$ cat config.mk
export PLATFORM = sky130hd
export DESIGN_NAME = ow_sequencer_flat
export DESIGN_NICKNAME = d
export VERILOG_FILES = /design/src/rtl/ow_pkg.sv /design/src/rtl/ow_sequencer_if.sv /design/src/rtl/ow_busy_watchdog.sv /design/src/rtl/ow_sequencer.sv /design/src/flat_wrapper.sv
export SDC_FILE = /design/constraint.sdc
export NUM_CORES = 1
export LEC_CHECK = 0
export CAP_MARGIN = 0
export CELL_PAD_IN_SITES_DETAIL_PLACEMENT = 0
export CELL_PAD_IN_SITES_GLOBAL_PLACEMENT = 1
export CORE_MARGIN = 3
export CORE_UTILIZATION = 40
export DETAILED_ROUTE_END_ITERATION = 12
export MAX_ROUTING_LAYER = met4
export PLACE_DENSITY = 0.94
export SETUP_SLACK_MARGIN = 0.02
export SLEW_MARGIN = 20
export SYNTH_ARGS = -nofsm -noshare
export SYNTH_HDL_FRONTEND = slang
export SYNTH_SLANG_ARGS = --single-unit
$ cat constraint.sdc
create_clock -name clk -period 19.6 [get_ports clk]
set_input_delay 3.92 -clock clk [delete_from_list [all_inputs] [get_ports clk]]
set_output_delay 3.92 -clock clk [all_outputs]
set_load 0.01 [all_outputs]
$ cat src/rtl/ow_pkg.sv
// Shared definitions for the 1-wire / single-wire command sequencer:
// opcodes, FSM and step encodings, status bit positions, read-range helper.
package ow_pkg;

    localparam logic [3:0] OP_RESET  = 4'd0;
    localparam logic [3:0] OP_WRITE  = 4'd1;
    localparam logic [3:0] OP_READ   = 4'd2;
    localparam logic [3:0] OP_STATUS = 4'd3;
    localparam logic [3:0] OP_SWREAD = 4'd4;
    localparam logic [3:0] OP_TRANS  = 4'd5;

    typedef enum logic [2:0] {
        ST_IDLE,
        ST_DECODE,
        ST_ISSUE,
        ST_WAIT_HI,
        ST_WAIT_LO,
        ST_NEXT,
        ST_DONE
    } state_e;

    typedef enum logic [1:0] {
        STEP_RESET,
        STEP_WRITE,
        STEP_READ,
        STEP_SW
    } step_e;

    localparam int unsigned STAT_OK      = 0;
    localparam int unsigned STAT_PRES    = 1;
    localparam int unsigned STAT_NOPRES  = 2;
    localparam int unsigned STAT_TIMEOUT = 3;
    localparam int unsigned STAT_BADCMD  = 4;
    localparam int unsigned STAT_OVERRUN = 5;

    // Reading n bytes fills the top of the 64-bit engine buffer: bits 64-8n..63.
    function automatic logic [5:0] rd_start_bit(input logic [3:0] n);
        logic [6:0] s;
        if (n == 4'd0) begin
            return 6'd63;
        end
        s = 7'd64 - {n, 3'b000};
        return s[5:0];
    endfunction

endpackage

$ cat src/rtl/ow_sequencer_if.sv
// Command, engine and response signals of the sequencer, bundled as one interface.
interface ow_sequencer_if;

    logic        cmd_valid;
    logic [63:0] cmd_word;
    logic        cmd_ready;
    logic        ow_reset;
    logic        ow_write;
    logic        ow_read;
    logic        sw_read;
    logic [7:0]  ow_wr_byte;
    logic [5:0]  ow_start_bit;
    logic [5:0]  ow_end_bit;
    logic        eng_busy;
    logic        ow_presence;
    logic [63:0] eng_rd_data;
    logic [63:0] rsp_data;
    logic [7:0]  rsp_status;
    logic        rsp_valid;
    logic        dev_present;

    modport master (
        input  cmd_valid, cmd_word, eng_busy, ow_presence, eng_rd_data,
        output cmd_ready, ow_reset, ow_write, ow_read, sw_read,
               ow_wr_byte, ow_start_bit, ow_end_bit,
               rsp_data, rsp_status, rsp_valid, dev_present
    );

    modport slave (
        output cmd_valid, cmd_word, eng_busy, ow_presence, eng_rd_data,
        input  cmd_ready, ow_reset, ow_write, ow_read, sw_read,
               ow_wr_byte, ow_start_bit, ow_end_bit,
               rsp_data, rsp_status, rsp_valid, dev_present
    );

endinterface

$ cat src/rtl/ow_busy_watchdog.sv
// Saturating 24-bit cycle counter; restarts on load and flags once limit cycles have passed.
module ow_busy_watchdog (
    input  logic        clk,
    input  logic        rst,
    input  logic        load,
    input  logic [23:0] limit,
    output logic        expired
);

    logic [23:0] cnt_q, cnt_d;

    always_comb begin
        if (load) begin
            cnt_d = '0;
        end else if (cnt_q == 24'hFF_FFFF) begin
            cnt_d = cnt_q;
        end else begin
            cnt_d = cnt_q + 24'd1;
        end
    end

    // NOTE: clocked state always uses non-blocking assignments so every flop samples pre-edge values.
    always_ff @(posedge clk or posedge rst) begin
        if (rst) begin
            cnt_q <= '0;
        end else begin
            cnt_q <= cnt_d;
        end
    end

    assign expired = (cnt_q >= limit);

endmodule

$ cat src/rtl/ow_sequencer.sv
// Decodes one 64-bit SPI command word into 1-wire / single-wire engine steps,
// sequences them against the shared busy line and returns data plus a status byte.
module ow_sequencer
    import ow_pkg::*;
#(
    parameter logic [23:0] START_TO = 24'd16,
    parameter logic [23:0] BUSY_TO  = 24'd12000000,
    parameter logic [3:0]  MAX_WR   = 4'd6
) (
    input  logic           clk,
    input  logic           rst,
    ow_sequencer_if.master bus
);

    state_e      state_q, state_d;
    step_e       step_q, step_d;
    logic [63:0] cmd_q, cmd_d;
    logic [2:0]  wr_idx_q, wr_idx_d;
    logic        busy_seen_q, busy_seen_d;
    logic        pres_q, pres_d;
    logic        nopres_q, nopres_d;
    logic        to_q, to_d;
    logic        bad_q, bad_d;
    logic        ovr_q, ovr_d;
    logic        dev_present_q, dev_present_d;
    logic [63:0] rsp_data_q, rsp_data_d;
    logic [7:0]  rsp_status_q, rsp_status_d;
    logic [7:0]  wr_byte_q, wr_byte_d;
    logic [5:0]  start_q, start_d;
    logic [5:0]  end_q, end_d;
    logic [63:0] wr_shift;
    logic [3:0]  cmd_op, cmd_rd_len, cmd_wr_len;
    logic        wd_load, wd_expired;
    logic [23:0] wd_limit;

    assign cmd_op     = cmd_q[7:4];
    assign cmd_rd_len = cmd_q[3:0];
    assign cmd_wr_len = cmd_q[11:8];

    function automatic logic cmd_is_bad(input logic [63:0] w);
        logic [3:0] op, rd, wr;
        op = w[7:4];
        rd = w[3:0];
        wr = w[11:8];
        return (op > OP_TRANS) || (rd > 4'd8) || (wr > MAX_WR) ||
               (op == OP_TRANS && wr == 4'd0 && rd == 4'd0);
    endfunction

    // One counter serves both wait states; it restarts on every state change.
    assign wd_load  = (state_d != state_q);
    assign wd_limit = (state_q == ST_WAIT_HI) ? START_TO : BUSY_TO;

    ow_busy_watchdog u_watchdog (
        .clk     (clk),
        .rst     (rst),
        .load    (wd_load),
        .limit   (wd_limit),
        .expired (wd_expired)
    );

    always_ff @(posedge clk or posedge rst) begin
        if (rst) begin
            state_q       <= ST_IDLE;
            step_q        <= STEP_RESET;
            cmd_q         <= '0;
            wr_idx_q      <= '0;
            busy_seen_q   <= 1'b0;
            pres_q        <= 1'b0;
            nopres_q      <= 1'b0;
            to_q          <= 1'b0;
            bad_q         <= 1'b0;
            ovr_q         <= 1'b0;
            dev_present_q <= 1'b0;
            rsp_data_q    <= '0;
            rsp_status_q  <= '0;
            wr_byte_q     <= '0;
            start_q       <= '0;
            end_q         <= '0;
        end else begin
            state_q       <= state_d;
            step_q        <= step_d;
            cmd_q         <= cmd_d;
            wr_idx_q      <= wr_idx_d;
            busy_seen_q   <= busy_seen_d;
            pres_q        <= pres_d;
            nopres_q      <= nopres_d;
            to_q          <= to_d;
            bad_q         <= bad_d;
            ovr_q         <= ovr_d;
            dev_present_q <= dev_present_d;
            rsp_data_q    <= rsp_data_d;
            rsp_status_q  <= rsp_status_d;
            wr_byte_q     <= wr_byte_d;
            start_q       <= start_d;
            end_q         <= end_d;
        end
    end

    always_comb begin
        // NOTE: everything gets a default first so no path through this block can infer a latch.
        state_d       = state_q;
        step_d        = step_q;
        cmd_d         = cmd_q;
        wr_idx_d      = wr_idx_q;
        busy_seen_d   = busy_seen_q;
        pres_d        = pres_q;
        nopres_d      = nopres_q;
        to_d          = to_q;
        bad_d         = bad_q;
        ovr_d         = ovr_q;
        dev_present_d = dev_present_q;
        rsp_data_d    = rsp_data_q;
        rsp_status_d  = rsp_status_q;
        wr_byte_d     = wr_byte_q;
        start_d       = start_q;
        end_d         = end_q;
        wr_shift      = '0;

        if (bus.cmd_valid && state_q != ST_IDLE) begin
            ovr_d = 1'b1;
        end

        unique case (state_q)
            ST_IDLE: begin
                if (bus.cmd_valid) begin
                    cmd_d    = bus.cmd_word;
                    bad_d    = cmd_is_bad(bus.cmd_word);
                    pres_d   = 1'b0;
                    nopres_d = 1'b0;
                    to_d     = 1'b0;
                    state_d  = ST_DECODE;
                end
            end
            ST_DECODE: begin
                state_d  = ST_ISSUE;
                wr_idx_d = '0;
                if (bad_q) begin
                    state_d = ST_DONE;
                end else begin
                    unique case (cmd_op)
                        OP_WRITE:  step_d = STEP_WRITE;
                        OP_READ:   step_d = STEP_READ;
                        OP_SWREAD: step_d = STEP_SW;
                        OP_STATUS: begin
                            pres_d  = dev_present_q;
                            state_d = ST_DONE;
                        end
                        default:   step_d = STEP_RESET;
                    endcase
                end
            end
            ST_ISSUE: begin
                busy_seen_d = bus.eng_busy;
                state_d     = ST_WAIT_HI;
            end
            ST_WAIT_HI: begin
                if (bus.eng_busy || busy_seen_q) begin
                    state_d = ST_WAIT_LO;
                end else if (wd_expired) begin
                    to_d    = 1'b1;
                    state_d = ST_DONE;
                end
            end
            ST_WAIT_LO: begin
                if (!bus.eng_busy) begin
                    state_d = ST_NEXT;
                end else if (wd_expired) begin
                    to_d    = 1'b1;
                    state_d = ST_DONE;
                end
            end
            ST_NEXT: begin
                state_d = ST_DONE;
                unique case (step_q)
                    STEP_RESET: begin
                        dev_present_d = bus.ow_presence;
                        pres_d        = bus.ow_presence;
                        if (cmd_op == OP_TRANS) begin
                            if (!bus.ow_presence) begin
                                nopres_d = 1'b1;
                            end else if (cmd_wr_len != 4'd0) begin
                                step_d   = STEP_WRITE;
                                wr_idx_d = '0;
                                state_d  = ST_ISSUE;
                            end else begin
                                step_d  = STEP_READ;
                                state_d = ST_ISSUE;
                            end
                        end
                    end
                    STEP_WRITE: begin
                        if (cmd_op == OP_TRANS && ({1'b0, wr_idx_q} + 4'd1) < cmd_wr_len) begin
                            wr_idx_d = wr_idx_q + 3'd1;
                            state_d  = ST_ISSUE;
                        end else if (cmd_op == OP_TRANS && cmd_rd_len != 4'd0) begin
                            step_d  = STEP_READ;
                            state_d = ST_ISSUE;
                        end
                    end
                    default: rsp_data_d = bus.eng_rd_data;
                endcase
            end
            default: state_d = ST_IDLE;
        endcase

        // Range and byte registers are loaded on entry to ISSUE and held until the next issue.
        if (state_d == ST_ISSUE) begin
            if (step_d == STEP_WRITE) begin
                wr_shift  = cmd_q >> {wr_idx_d, 3'b000};
                wr_byte_d = wr_shift[23:16];
                start_d   = 6'd0;
                end_d     = 6'd7;
            end else if (step_d == STEP_READ) begin
                start_d = rd_start_bit(cmd_rd_len);
                end_d   = 6'd63;
            end
        end

        // Status is composed on entry to DONE so it is already valid while rsp_valid is high.
        if (state_d == ST_DONE && state_q != ST_DONE) begin
            rsp_status_d               = '0;
            rsp_status_d[STAT_PRES]    = pres_d;
            rsp_status_d[STAT_NOPRES]  = nopres_d;
            rsp_status_d[STAT_TIMEOUT] = to_d;
            rsp_status_d[STAT_BADCMD]  = bad_d;
            rsp_status_d[STAT_OVERRUN] = ovr_d;
            rsp_status_d[STAT_OK]      = !(nopres_d || to_d || bad_d || ovr_d);
            ovr_d                      = 1'b0;
        end
    end

    always_comb begin
        bus.cmd_ready    = (state_q == ST_IDLE);
        bus.ow_reset     = (state_q == ST_ISSUE) && (step_q == STEP_RESET);
        bus.ow_write     = (state_q == ST_ISSUE) && (step_q == STEP_WRITE);
        bus.ow_read      = (state_q == ST_ISSUE) && (step_q == STEP_READ);
        bus.sw_read      = (state_q == ST_ISSUE) && (step_q == STEP_SW);
        bus.rsp_valid    = (state_q == ST_DONE);
        bus.ow_wr_byte   = wr_byte_q;
        bus.ow_start_bit = start_q;
        bus.ow_end_bit   = end_q;
        bus.rsp_data     = rsp_data_q;
        bus.rsp_status   = rsp_status_q;
        bus.dev_present  = dev_present_q;
    end

endmodule

$ cat src/flat_wrapper.sv
// flat-port wrapper written by rule: the top's interface ports become plain ports
module ow_sequencer_flat import ow_pkg::*;
#(
    parameter logic [23:0] START_TO = 24'd16,
    parameter logic [23:0] BUSY_TO  = 24'd12000000,
    parameter logic [3:0]  MAX_WR   = 4'd6
)
  (clk, rst, bus_cmd_valid, bus_cmd_word, bus_eng_busy, bus_ow_presence, bus_eng_rd_data, bus_cmd_ready, bus_ow_reset, bus_ow_write, bus_ow_read, bus_sw_read, bus_ow_wr_byte, bus_ow_start_bit, bus_ow_end_bit, bus_rsp_data, bus_rsp_status, bus_rsp_valid, bus_dev_present);
  ow_sequencer_if bus_i ();
  input  logic clk;
  input  logic rst;
  input wire logic [$bits(bus_i.cmd_valid)-1:0] bus_cmd_valid;
  input wire logic [$bits(bus_i.cmd_word)-1:0] bus_cmd_word;
  input wire logic [$bits(bus_i.eng_busy)-1:0] bus_eng_busy;
  input wire logic [$bits(bus_i.ow_presence)-1:0] bus_ow_presence;
  input wire logic [$bits(bus_i.eng_rd_data)-1:0] bus_eng_rd_data;
  output wire logic [$bits(bus_i.cmd_ready)-1:0] bus_cmd_ready;
  output wire logic [$bits(bus_i.ow_reset)-1:0] bus_ow_reset;
  output wire logic [$bits(bus_i.ow_write)-1:0] bus_ow_write;
  output wire logic [$bits(bus_i.ow_read)-1:0] bus_ow_read;
  output wire logic [$bits(bus_i.sw_read)-1:0] bus_sw_read;
  output wire logic [$bits(bus_i.ow_wr_byte)-1:0] bus_ow_wr_byte;
  output wire logic [$bits(bus_i.ow_start_bit)-1:0] bus_ow_start_bit;
  output wire logic [$bits(bus_i.ow_end_bit)-1:0] bus_ow_end_bit;
  output wire logic [$bits(bus_i.rsp_data)-1:0] bus_rsp_data;
  output wire logic [$bits(bus_i.rsp_status)-1:0] bus_rsp_status;
  output wire logic [$bits(bus_i.rsp_valid)-1:0] bus_rsp_valid;
  output wire logic [$bits(bus_i.dev_present)-1:0] bus_dev_present;
  assign bus_i.cmd_valid = bus_cmd_valid;
  assign bus_i.cmd_word = bus_cmd_word;
  assign bus_i.eng_busy = bus_eng_busy;
  assign bus_i.ow_presence = bus_ow_presence;
  assign bus_i.eng_rd_data = bus_eng_rd_data;
  assign bus_cmd_ready = bus_i.cmd_ready;
  assign bus_ow_reset = bus_i.ow_reset;
  assign bus_ow_write = bus_i.ow_write;
  assign bus_ow_read = bus_i.ow_read;
  assign bus_sw_read = bus_i.sw_read;
  assign bus_ow_wr_byte = bus_i.ow_wr_byte;
  assign bus_ow_start_bit = bus_i.ow_start_bit;
  assign bus_ow_end_bit = bus_i.ow_end_bit;
  assign bus_rsp_data = bus_i.rsp_data;
  assign bus_rsp_status = bus_i.rsp_status;
  assign bus_rsp_valid = bus_i.rsp_valid;
  assign bus_dev_present = bus_i.dev_present;
  ow_sequencer #(.START_TO(START_TO), .BUSY_TO(BUSY_TO), .MAX_WR(MAX_WR)) u_core (.clk(clk), .rst(rst), .bus(bus_i));
endmodule
==> results.toml <==
[final_layout]
final_layout_size_suffix_gt1_share_pct = 21.3
multi_input_combinational_cell_area_sq_um = 3630
layout.cells.most_common_list = "225 x sky130_fd_sc_hd__clkdlybuf4s50_1, 183 x sky130_fd_sc_hd__dfrtp_1, 142 x sky130_fd_sc_hd__mux2_2"
area.sequential_sq_um = 4580
final.fill_count = 1755
mostFrequentLayoutCell = "sky130_fd_sc_hd__clkdlybuf4s50_1"
syn2layout_area_growth_pct = 35.2
design.final.nets = 1057

[outcome]
outcome = "finished clean"

[critical_path]
worstSetupStartpointType = "primary input"
ordered_list_of_cells_on_the_worst_path = "clkdlybuf4s50_1 -> or3b_4 -> o31ai_1 -> a21oi_1 -> a21oi_1 -> ha_1 -> o2111ai_1 -> buf_4 -> a311oi_1 -> a32oi_1"
worstSetupEndpointType = "register"
worst-setup-path-type = "in -> reg"
max_stage_delay_ps = 600
cp_max_fo = 16
critPathTopFamily = "compound AO/OA/AOI/OAI gates"
timing.critical_path.required_ps = 19890
most_used_cell_along_the_critical_path = "sky130_fd_sc_hd__a21oi_1"
cp.arrival_ps = 6940
critical_path_buf_inv_count = 2
cp_slowest_cell = "sky130_fd_sc_hd__o31ai_1"

[synth]
cell_area_after_technology_mapping_sq_um = 8510
ys_warn_count = 0
synth_area_per_cell_sq_um = 12.0
syn_inst = 710
seq_area_frac_synth_pct = 53.8
synth_edf_count = 0
postSynth.asyncResetShare_pct = 100
count_of_different_cell_masters_after_synthesis = 68
synth_seq_cells = 183
ys_dominant_reg_cell = "sky130_fd_sc_hd__dfrtp_1"

[placement]
dpl.hpwl_mm = 14.8
preCtsSetupSlack_ps = 12520
gp_congestion = 0.870
io_buffer_count = 225

[power_and_ir_drop]
power_per_cell_area_nw_per_um2 = 152
vdd.ir_drop.worst_mv = 0.0771
cellLeakagePower_nw = 4.68
pwr-share-comb_pct = 43.4
pwr-share-seq_pct = 37.3
p_sw_uw = 586
cell_internal_pwr_mw = 1.16
power_switching_share_pct = 33.5
share_clk_of_total_power_pct = 19.3

[global_routing]
wire_length_of_the_first_global_routing_pass_mm = 34.1
gr-total-overflow = 0
grt_util_all_layers_pct = 18.6
grt_util_met2_pct = 29.4
gr-usage-met1_pct = 23.7
gr-usage-met3_pct = 5.38
initial_antenna_violation_count = 1
pin_count_of_the_biggest_net_entering_global_routing = 108
grt_pass1_vias = 6410
top_usage_layer = "met2"

[flow_run]
max_cap_violations = 0

[clock_network]
clock_buffers_created_by_tritoncts = 17
clk_root_buffer_cell = "sky130_fd_sc_hd__clkbuf_16"
tritoncts_clock_tree = "done"
ctsLongestPathBuffers = 2
cts_resized = 0
cts.repair_timing.setup_buffer_count = 0
hold_buffers = 0
clock_sink_count = 183
cts_htree_levels = 4
clkSlewWorstSetupHoldPaths_ps = 60
clkLatencyLatePin_ps = 430

[floorplanning]
top_level_ports = 232
dieHeight_um = 152
initial_utilization_pct = 41.4
fp.dieArea_sq_um = 23100
rows = 52
die-width_um = 152
core_region_area_sq_um = 20600

[drt]
drt_pass1_iterations = 5
wirelength_mm = 20.9
drt_first_iter_violations = 422
drt_drc_violations_left = 0
drt-vias-per-instance = 5.22
wl_per_cell_um = 17.4
antenna_violating_nets_post_route = 0
via_count = 6258

[sta]
max-slew-margin-rel_pct = 35.4
finalHoldViolCount = 0
holdWs_ps = 494
timing.fmax_mhz = 151
worst_slew_pin_slew_ps = 969
skew_ps = 15.2
post-route-min-period_ps = 6640
finalCritPeriodShare_pct = 33.9
grt_setup_unrepaired = "false"
final_critical_path_setup_slack_ps = 12960
drv_slew = 0
final-setup-viol-count = 0
finalSetupTns_ps = 0

[worst_hold_path]
hold_path.class = "reg -> reg"
==> registers in the layout, indices dropped and copies added, names as in the netlist <==
signal,cells
u_core.bus.dev_present,1
u_core.pres_q,1
u_core.ovr_q,1
u_core.to_q,1
u_core.bus.rsp_status,6
u_core.nopres_q,1
u_core.busy_seen_q,1
u_core.bad_q,1
u_core.bus.ow_wr_byte,8
u_core.bus.ow_end_bit,2
u_core.state_q,3
u_core.cmd_q,60
u_core.bus.rsp_data,64
u_core.bus.ow_start_bit,4
u_core.step_q,2
u_core.u_watchdog.cnt_q,24
u_core.wr_idx_q,3
==> synth_stat cells, types with 7 or more instances <==
cell type / number / area share [%]
sky130_fd_sc_hd__ha_1: 8 / 1.2
sky130_fd_sc_hd__mux2_2: 142 / 19
sky130_fd_sc_hd__and3_1: 8 / 0.59
sky130_fd_sc_hd__clkbuf_1: 27 / 1.2
sky130_fd_sc_hd__xor2_1: 14 / 1.4
sky130_fd_sc_hd__nor3_1: 9 / 0.53
sky130_fd_sc_hd__buf_4: 8 / 0.71
sky130_fd_sc_hd__a31oi_1: 10 / 0.74
sky130_fd_sc_hd__nor2_1: 46 / 2.0
sky130_fd_sc_hd__inv_1: 23 / 1.0
sky130_fd_sc_hd__a21oi_1: 15 / 0.88
sky130_fd_sc_hd__o21ai_0: 23 / 1.4
sky130_fd_sc_hd__or3_1: 8 / 0.59
sky130_fd_sc_hd__nand2b_1: 7 / 0.51
sky130_fd_sc_hd__nand2_1: 43 / 1.9
sky130_fd_sc_hd__nand4_1: 12 / 0.88
sky130_fd_sc_hd__nor4_1: 8 / 0.59
sky130_fd_sc_hd__dfrtp_1: 183 / 54
sky130_fd_sc_hd__a222oi_1: 7 / 0.82
sky130_fd_sc_hd__and2_1: 7 / 0.51
sky130_fd_sc_hd__nand3_1: 13 / 0.76
==> path summary, 6_finish.rpt <==
kind,end,slack [ps],startpoint,cells after the start
max,u_core.bus.ow_wr_byte[7],12960,bus_ow_presence,10
min,u_core.bus.rsp_status[0],490,u_core.bus.rsp_status[0],2
max reg2reg,u_core.bus.ow_wr_byte[7],15860,u_core.wr_idx_q[0],14
min reg2reg,u_core.bus.rsp_status[0],490,u_core.bus.rsp_status[0],2
max in group asynchronous,u_core.cmd_q[31],13970,rst,3
min in group asynchronous,u_core.bus.rsp_data[60],4090,rst,2
==> final cells by class <==
type / count / share of cell area [%]
flip-flops and latches: 183 / 39.8
multi-input cells: 461 / 31.5
repair buffers: 229 / 19.8
clock buffers: 19 / 3.85
well taps: 270 / 2.94
clock inverters: 13 / 1.20
inverters: 24 / 0.848
diodes: 1 / 0.0217
==> metal layers <==
layer | vias to the layer above | part of all wire [%]
met4 | 0 | 1.7
met1 | 3051 | 43
met2 | 220 | 49
met5 | - | 0
li1 | 2957 | -
met3 | 30 | 6.4
==> per-stage QoR <==
| step | cells | utilization [%] | area [sq um] | power [mW] |
|---|---|---|---|---|
| after floorplan | 711 | - | 8510 | 1.10 |
| after global placement | 1167 | 53.1 | 10900 | 1.39 |
| after detailed placement | 1167 | 53.1 | 10900 | 1.42 |
| after CTS | 1199 | 56.0 | 11500 | 1.76 |
| after global routing | 1200 | 56.0 | 11500 | 1.86 |
| final | 1200 | 56.0 | 11500 | 1.75 |
==> power groups by stage <==
stage	Clock, mW	Combinational, mW	Sequential [mW]
after global routing	0.363	0.820	0.677
after CTS	0.344	0.767	0.653
after detailed placement	0	0.760	0.657
final	0.337	0.759	0.652
after global placement	0	0.746	0.646
after floorplan	0	0.439	0.660
==> tightest hold or removal path: stages, from the launching register on <==
cell and delay (ps):
sky130_fd_sc_hd__dfrtp_1 340, sky130_fd_sc_hd__nand2b_1 60, sky130_fd_sc_hd__o41ai_1 60
==> cell families (layout without fill, tap and decap cells) <==
group	Yosys count	after routing	share of synthesized area (%)
flip-flops	183	183	53.8
AND/OR/NAND/NOR	182	182	11.0
multiplexers	151	151	20.2
AO/OA/AOI/OAI	98	98	8.12
buffers and inverters	67	285	3.63
XOR/XNOR	20	20	2.06
adder cells (fa/ha/maj)	8	8	1.18
other	1	3	0.0441
Power figures use the tool's default switching activity.
